## src/rtl/pc_unit.sv

```systemverilog
// Program-counter unit: fixed-priority next-PC selection, stall, exception EPC
// capture and a circular return-address stack that predicts return targets.
module pc_unit #(
    parameter int unsigned XLEN      = 32,
    parameter logic [XLEN-1:0] RESET_VEC = '0,
    parameter logic [XLEN-1:0] EXC_VEC   = XLEN'(32'h0000_0180),
    parameter int unsigned RAS_DEPTH = 4,
    parameter int unsigned INC       = 4
) (
    input  logic                           clk,
    input  logic                           reset_n,
    input  logic                           stall,
    input  logic                           exc_req,
    input  logic                           branch_taken,
    input  logic [XLEN-1:0]                branch_target,
    input  logic                           jump,
    input  logic                           call,
    input  logic [XLEN-1:0]                jump_target,
    input  logic                           ret,
    input  logic [XLEN-1:0]                jr_target,
    output logic [XLEN-1:0]                pc_out,
    output logic [XLEN-1:0]                pc_plus,
    output logic [XLEN-1:0]                epc,
    output logic [$clog2(RAS_DEPTH):0]     ras_count,
    output logic                           ras_ovf,
    output logic                           ras_unf
);

    localparam int unsigned PW = $clog2(RAS_DEPTH);
    localparam int unsigned CW = PW + 1;

    logic [XLEN-1:0] ras_mem [RAS_DEPTH];
    logic [PW-1:0]   ras_ptr;
    logic [XLEN-1:0] ras_top;
    logic            ras_full;

    logic [XLEN-1:0] pc_d;
    logic [XLEN-1:0] epc_d;
    logic [PW-1:0]   ptr_d;
    logic [CW-1:0]   cnt_d;
    logic            ovf_d;
    logic            unf_d;
    logic            push;
    logic            pop;

    assign pc_plus  = pc_out + XLEN'(INC);
    assign ras_top  = ras_mem[ras_ptr - PW'(1)];
    assign ras_full = (ras_count == CW'(RAS_DEPTH));

    // Next-PC priority: exception > stall > branch > jump > return > sequential
    always_comb begin
        pc_d  = pc_out;
        epc_d = epc;
        ptr_d = ras_ptr;
        cnt_d = ras_count;
        ovf_d = ras_ovf;
        unf_d = ras_unf;
        push  = 1'b0;
        pop   = 1'b0;

        if (exc_req) begin
            pc_d  = EXC_VEC;
            epc_d = pc_out;
        end else if (!stall) begin
            if (branch_taken) begin
                pc_d = branch_target;
            end else if (jump) begin
                pc_d = jump_target;
                push = call;
            end else if (ret) begin
                if (ras_count != '0) begin
                    pc_d = ras_top;
                    pop  = 1'b1;
                end else begin
                    pc_d  = jr_target;
                    unf_d = 1'b1;
                end
            end else begin
                pc_d = pc_plus;
            end
        end

        // A push while full overwrites the oldest entry, which sits at the pointer
        if (push) begin
            ptr_d = ras_ptr + PW'(1);
            if (ras_full) begin
                ovf_d = 1'b1;
            end else begin
                cnt_d = ras_count + CW'(1);
            end
        end
        if (pop) begin
            ptr_d = ras_ptr - PW'(1);
            cnt_d = ras_count - CW'(1);
        end
    end

    always_ff @(posedge clk or negedge reset_n) begin
        if (!reset_n) begin
            pc_out    <= RESET_VEC;
            epc       <= '0;
            ras_ptr   <= '0;
            ras_count <= '0;
            ras_ovf   <= 1'b0;
            ras_unf   <= 1'b0;
        end else begin
            pc_out    <= pc_d;
            epc       <= epc_d;
            ras_ptr   <= ptr_d;
            ras_count <= cnt_d;
            ras_ovf   <= ovf_d;
            ras_unf   <= unf_d;
        end
    end

    // Stack storage needs no reset; validity is tracked by ras_count
    always_ff @(posedge clk) begin
        if (push) begin
            ras_mem[ras_ptr] <= pc_plus;
        end
    end

endmodule
```

## config.mk

```make
export PLATFORM = sky130hd
export DESIGN_NAME = pc_unit
export DESIGN_NICKNAME = d
export VERILOG_FILES = /design/src/rtl/pc_unit.sv
export SDC_FILE = /design/constraint.sdc
export NUM_CORES = 1
export LEC_CHECK = 0
export ABC_AREA = 1
export CORE_AREA = 10 10 167 153
export DETAILED_ROUTE_END_ITERATION = 8
export DIE_AREA = 0 0 177 163
export PLACE_DENSITY = 0.69
export SLEW_MARGIN = 20
export SYNTH_ARGS = -nofsm -noshare
export SYNTH_HDL_FRONTEND = slang
export SYNTH_SLANG_ARGS = --single-unit
```

## constraint.sdc

```tcl
create_clock -name clk -period 3.3 [get_ports clk]
set_clock_uncertainty 0.15 [all_clocks]
set_input_delay 0.495 -clock clk [delete_from_list [all_inputs] [get_ports clk]]
set_output_delay 0.495 -clock clk [all_outputs]
set_load 0.005 [all_outputs]
```

==> flow_metrics.env <==
export IMPL_syn_area_mm2=0.009759
export IMPL_hold_viol=9
export IMPL_grt_max_degree=63
export IMPL_cp_arrival_ns=2.58
export IMPL_worstPathCellList="ha_1 > nand2_1 > nor2_4 > nand2_4 > nor2_4 > buf_12 > xnor2_1 > inv_1 > clkdlybuf4s50_1"
export IMPL_drtIter0Drc=939
export IMPL_path_buf_inv=3
export IMPL_reg2reg_setup_slack_ns=0.83
export IMPL_vias_per_cell=5.292
export IMPL_pre_cts_ws_ns=0.4912
export IMPL_clockBufferDepth=2
export IMPL_clkTransAtPathRegs_ns=0.08
export IMPL_ir_drop_v=0.0007145
export IMPL_antenna_found_initial=2
export IMPL_routedWlPerCell_um=20.99
export IMPL_yosys_cell_count_top_type="nand2_1"
export IMPL_r2r_start="ras_ptr[1]"
export IMPL_synth_edf_count=128
export IMPL_cts_made_buffers=17
export IMPL_dp_hpwl_um=24040
export IMPL_setup_viol=0
export IMPL_holdBufCountCts=0
export IMPL_crit_top_cell="nor2_4"
export IMPL_grtUsageTotal_pct=23.03
export IMPL_yosysTopAreaCellShare_pct=39.38
export IMPL_fin_crit_ns=3.228
export IMPL_dieArea_mm2=0.02885
export IMPL_p_leak_nw=5.327
export IMPL_violations="hold timing"
export IMPL_r2r_end="pc_out[4]"
export IMPL_synthCells=1086
export IMPL_place_congestion=0.9528
export IMPL_tritoncts="done"
export IMPL_yosysWarnings=0
export IMPL_vias=8462
export IMPL_drive_gt1_share_pct=10.15
export IMPL_drc=0
export IMPL_power_density_mw_per_mm2=626.9
export IMPL_synthTopCellsByArea="edfxtp_1 (39%), dfrtp_1 (18%), nand2_1 (14%)"
export IMPL_dr_pass1_iters=5
export IMPL_cts_max_level=4
export IMPL_timing_final_ws_setup_ns=0.07164
export IMPL_rsz0062_at_grt="yes"
export IMPL_syn_nets=1196
export IMPL_finalCritPeriodShare_pct=97.83
export IMPL_ios=205
export IMPL_async_reset_ff_share_pct=35.68
export IMPL_final_util_pct=58.22
export IMPL_clkSinkCount=199
export IMPL_routed_wl_um=33570
export IMPL_cp_max_fo=4
export IMPL_overflow=0
export IMPL_yosys_area_top_type="edfxtp_1"
export IMPL_maxCapViolCount=0
export IMPL_ant_nets=0
export IMPL_insertion_delay_ns=0.45
export IMPL_cp_startpoint="pc_out[2]"
export IMPL_synth_common_cells="nand2_1 (373), edfxtp_1 (128), nor2_1 (124)"
export IMPL_hold_path_class="in2async"
export IMPL_cts_root_buf="clkbuf_16"
export IMPL_ys_ff_latch=199
export IMPL_yosysSeqAreaShare_pct=57.59
export IMPL_status="finished, violations left"
export IMPL_final_nets=1397
export IMPL_rows=52
export IMPL_whs_ns=-0.02450
export IMPL_first_global_vias=8229
export IMPL_syn_area_per_cell_um2=8.987
export IMPL_worstMarginPinSlew_ns=0.8451
export IMPL_crit_path_end_kind="primary output"
export IMPL_fmax_mhz=309.8
export IMPL_cpPeakStageDelay_ns=0.47
export IMPL_crit_slowest_cell="clkdlybuf4s50_1"
export IMPL_yosysUniqueCellTypes=34
export IMPL_power_mw=8.098
export IMPL_grt_pass1_wl_um=50450
export IMPL_required_ns=2.65
export IMPL_criticalPathCategory="reg2out"
export IMPL_ys_flop_type="edfxtp_1"
export IMPL_chipWidth_um=177
export IMPL_areaGrowthSynthToFinish_pct=32.36
export IMPL_critical_path_top_delay_family="buffers and inverters"
export IMPL_start_kind="register"
export IMPL_die_h_um=163
export IMPL_portBuffers=204
export IMPL_reg2regPathDepth=10
export IMPL_core_mm2=0.02219
export IMPL_maxSlewViolCount=0
export IMPL_start_util_pct=43.99
export IMPL_relSlewSlack_pct=43.66
[per-stage QoR]
step / setup TNS [ns] / hold WS, ns / area [µm²] / cells
floorplan: 0 / 0.04941 / 9759 / 1086
global placement: 0 / 0.2890 / 12210 / 1562
detailed placement: 0 / 0.3063 / 12210 / 1562
CTS: 0 / 0.008365 / 12850 / 1594
global route: -0.04827 / 0.02111 / 12920 / 1599
finish: 0 / -0.02450 / 12920 / 1599
[worst reg2reg max path: cells and delay by family, from the launching register on]
family,cells,cell delay (ns)
AO/OA/AOI/OAI,3,0.68
buffers and inverters,3,0.62
flip-flops,1,0.43
adder cells (fa/ha/maj),1,0.29
AND/OR/NAND/NOR,3,0.25
[timing repair]
item / 4_1_cts / 5_1_grt
setup endpoints to repair: 1 / 15
setup buffers: 0 / 3
pin swaps: 0 / 1
hold endpoints to repair: 0 / 0
gates resized for setup: 1 / 13
[cell families after synthesis]
family | after synthesis | share of synthesized area [%]
muxes | 17 | 1.962
adders and majority gates | 6 | 0.8462
buffers and inverters | 114 | 4.872
DFF | 199 | 57.59
and+or+nand+nor | 634 | 27.32
AOI/OAI and AO/OA | 99 | 5.885
xor gates and xnor gates | 17 | 1.526
[area by class of cell]
type | count | area, µm²
Clock buffer | 18 | 429.2
Inverter | 60 | 225.2
Clock inverter | 14 | 210.2
Fill cell | 1924 | 9269
Timing Repair Buffer | 236 | 2352
Antenna cell | 2 | 5.005
Multi-Input combinational cell | 773 | 3696
Tap cell | 297 | 371.6
Sequential cell | 199 | 5628
[state kept, by name, indices dropped and copies added, names as in the netlist]
name,flops
epc,32
pc_out,32
ras_count,3
ras_mem,128
ras_ovf,1
ras_ptr,2
ras_unf,1
[power breakdown]
part,total [mW],internal (mW),switching (mW),leakage (nW)
combinational,2.89,1.03,1.86,2.95
clock,2.25,1.23,1.02,0.312
sequential,2.96,2.82,0.142,2.07
total,8.10,5.07,3.02,5.33
[metal layers]
layer	routed length [µm]	vias to the layer above	track usage, %
met5	0	-	0
met4	661	0	6.949
met3	3153	36	5.610
met2	15170	384	34.16
met1	14580	4060	32.58
li1	-	3982	-
[worst max-delay path by stage]
stage | to | cells after the start
3_3_place_gp | pc_plus[23] | 7
2_1_floorplan | ras_mem[2][0] | 7
3_5_place_dp | pc_plus[23] | 7
5_1_grt | pc_plus[24] | 8
6_report | pc_plus[12] | 9
4_1_cts | pc_plus[28] | 9
[cell usage in the layout (no fill, tap or decap), types with 2 or more instances in the layout]
cell type        count
or2_2                5
nand3_1            103
nand2_4              3
xor2_1               9
diode_2              2
buf_12               6
clkbuf_16           17
mux2_2              17
and2_1               3
inv_6                4
a31oi_1             21
a21oi_1             26
nor2_4              11
inv_8                2
bufinv_16            3
ha_1                 5
clkdlybuf4s50_1    201
nor2_2              11
buf_4               27
o21ai_1              3
nand2_2              7
xnor2_1              7
dfrtp_2              6
dfrtp_1             65
edfxtp_1           128
nor2_1             117
nand4_1              2
o211ai_1            14
inv_1               54
nand2_1            370
a221oi_1             2
inv_2                5
clkinv_8             3
o21ai_0             30
nand3b_1             2
No activity file was read; power rests on OpenSTA's default activity.
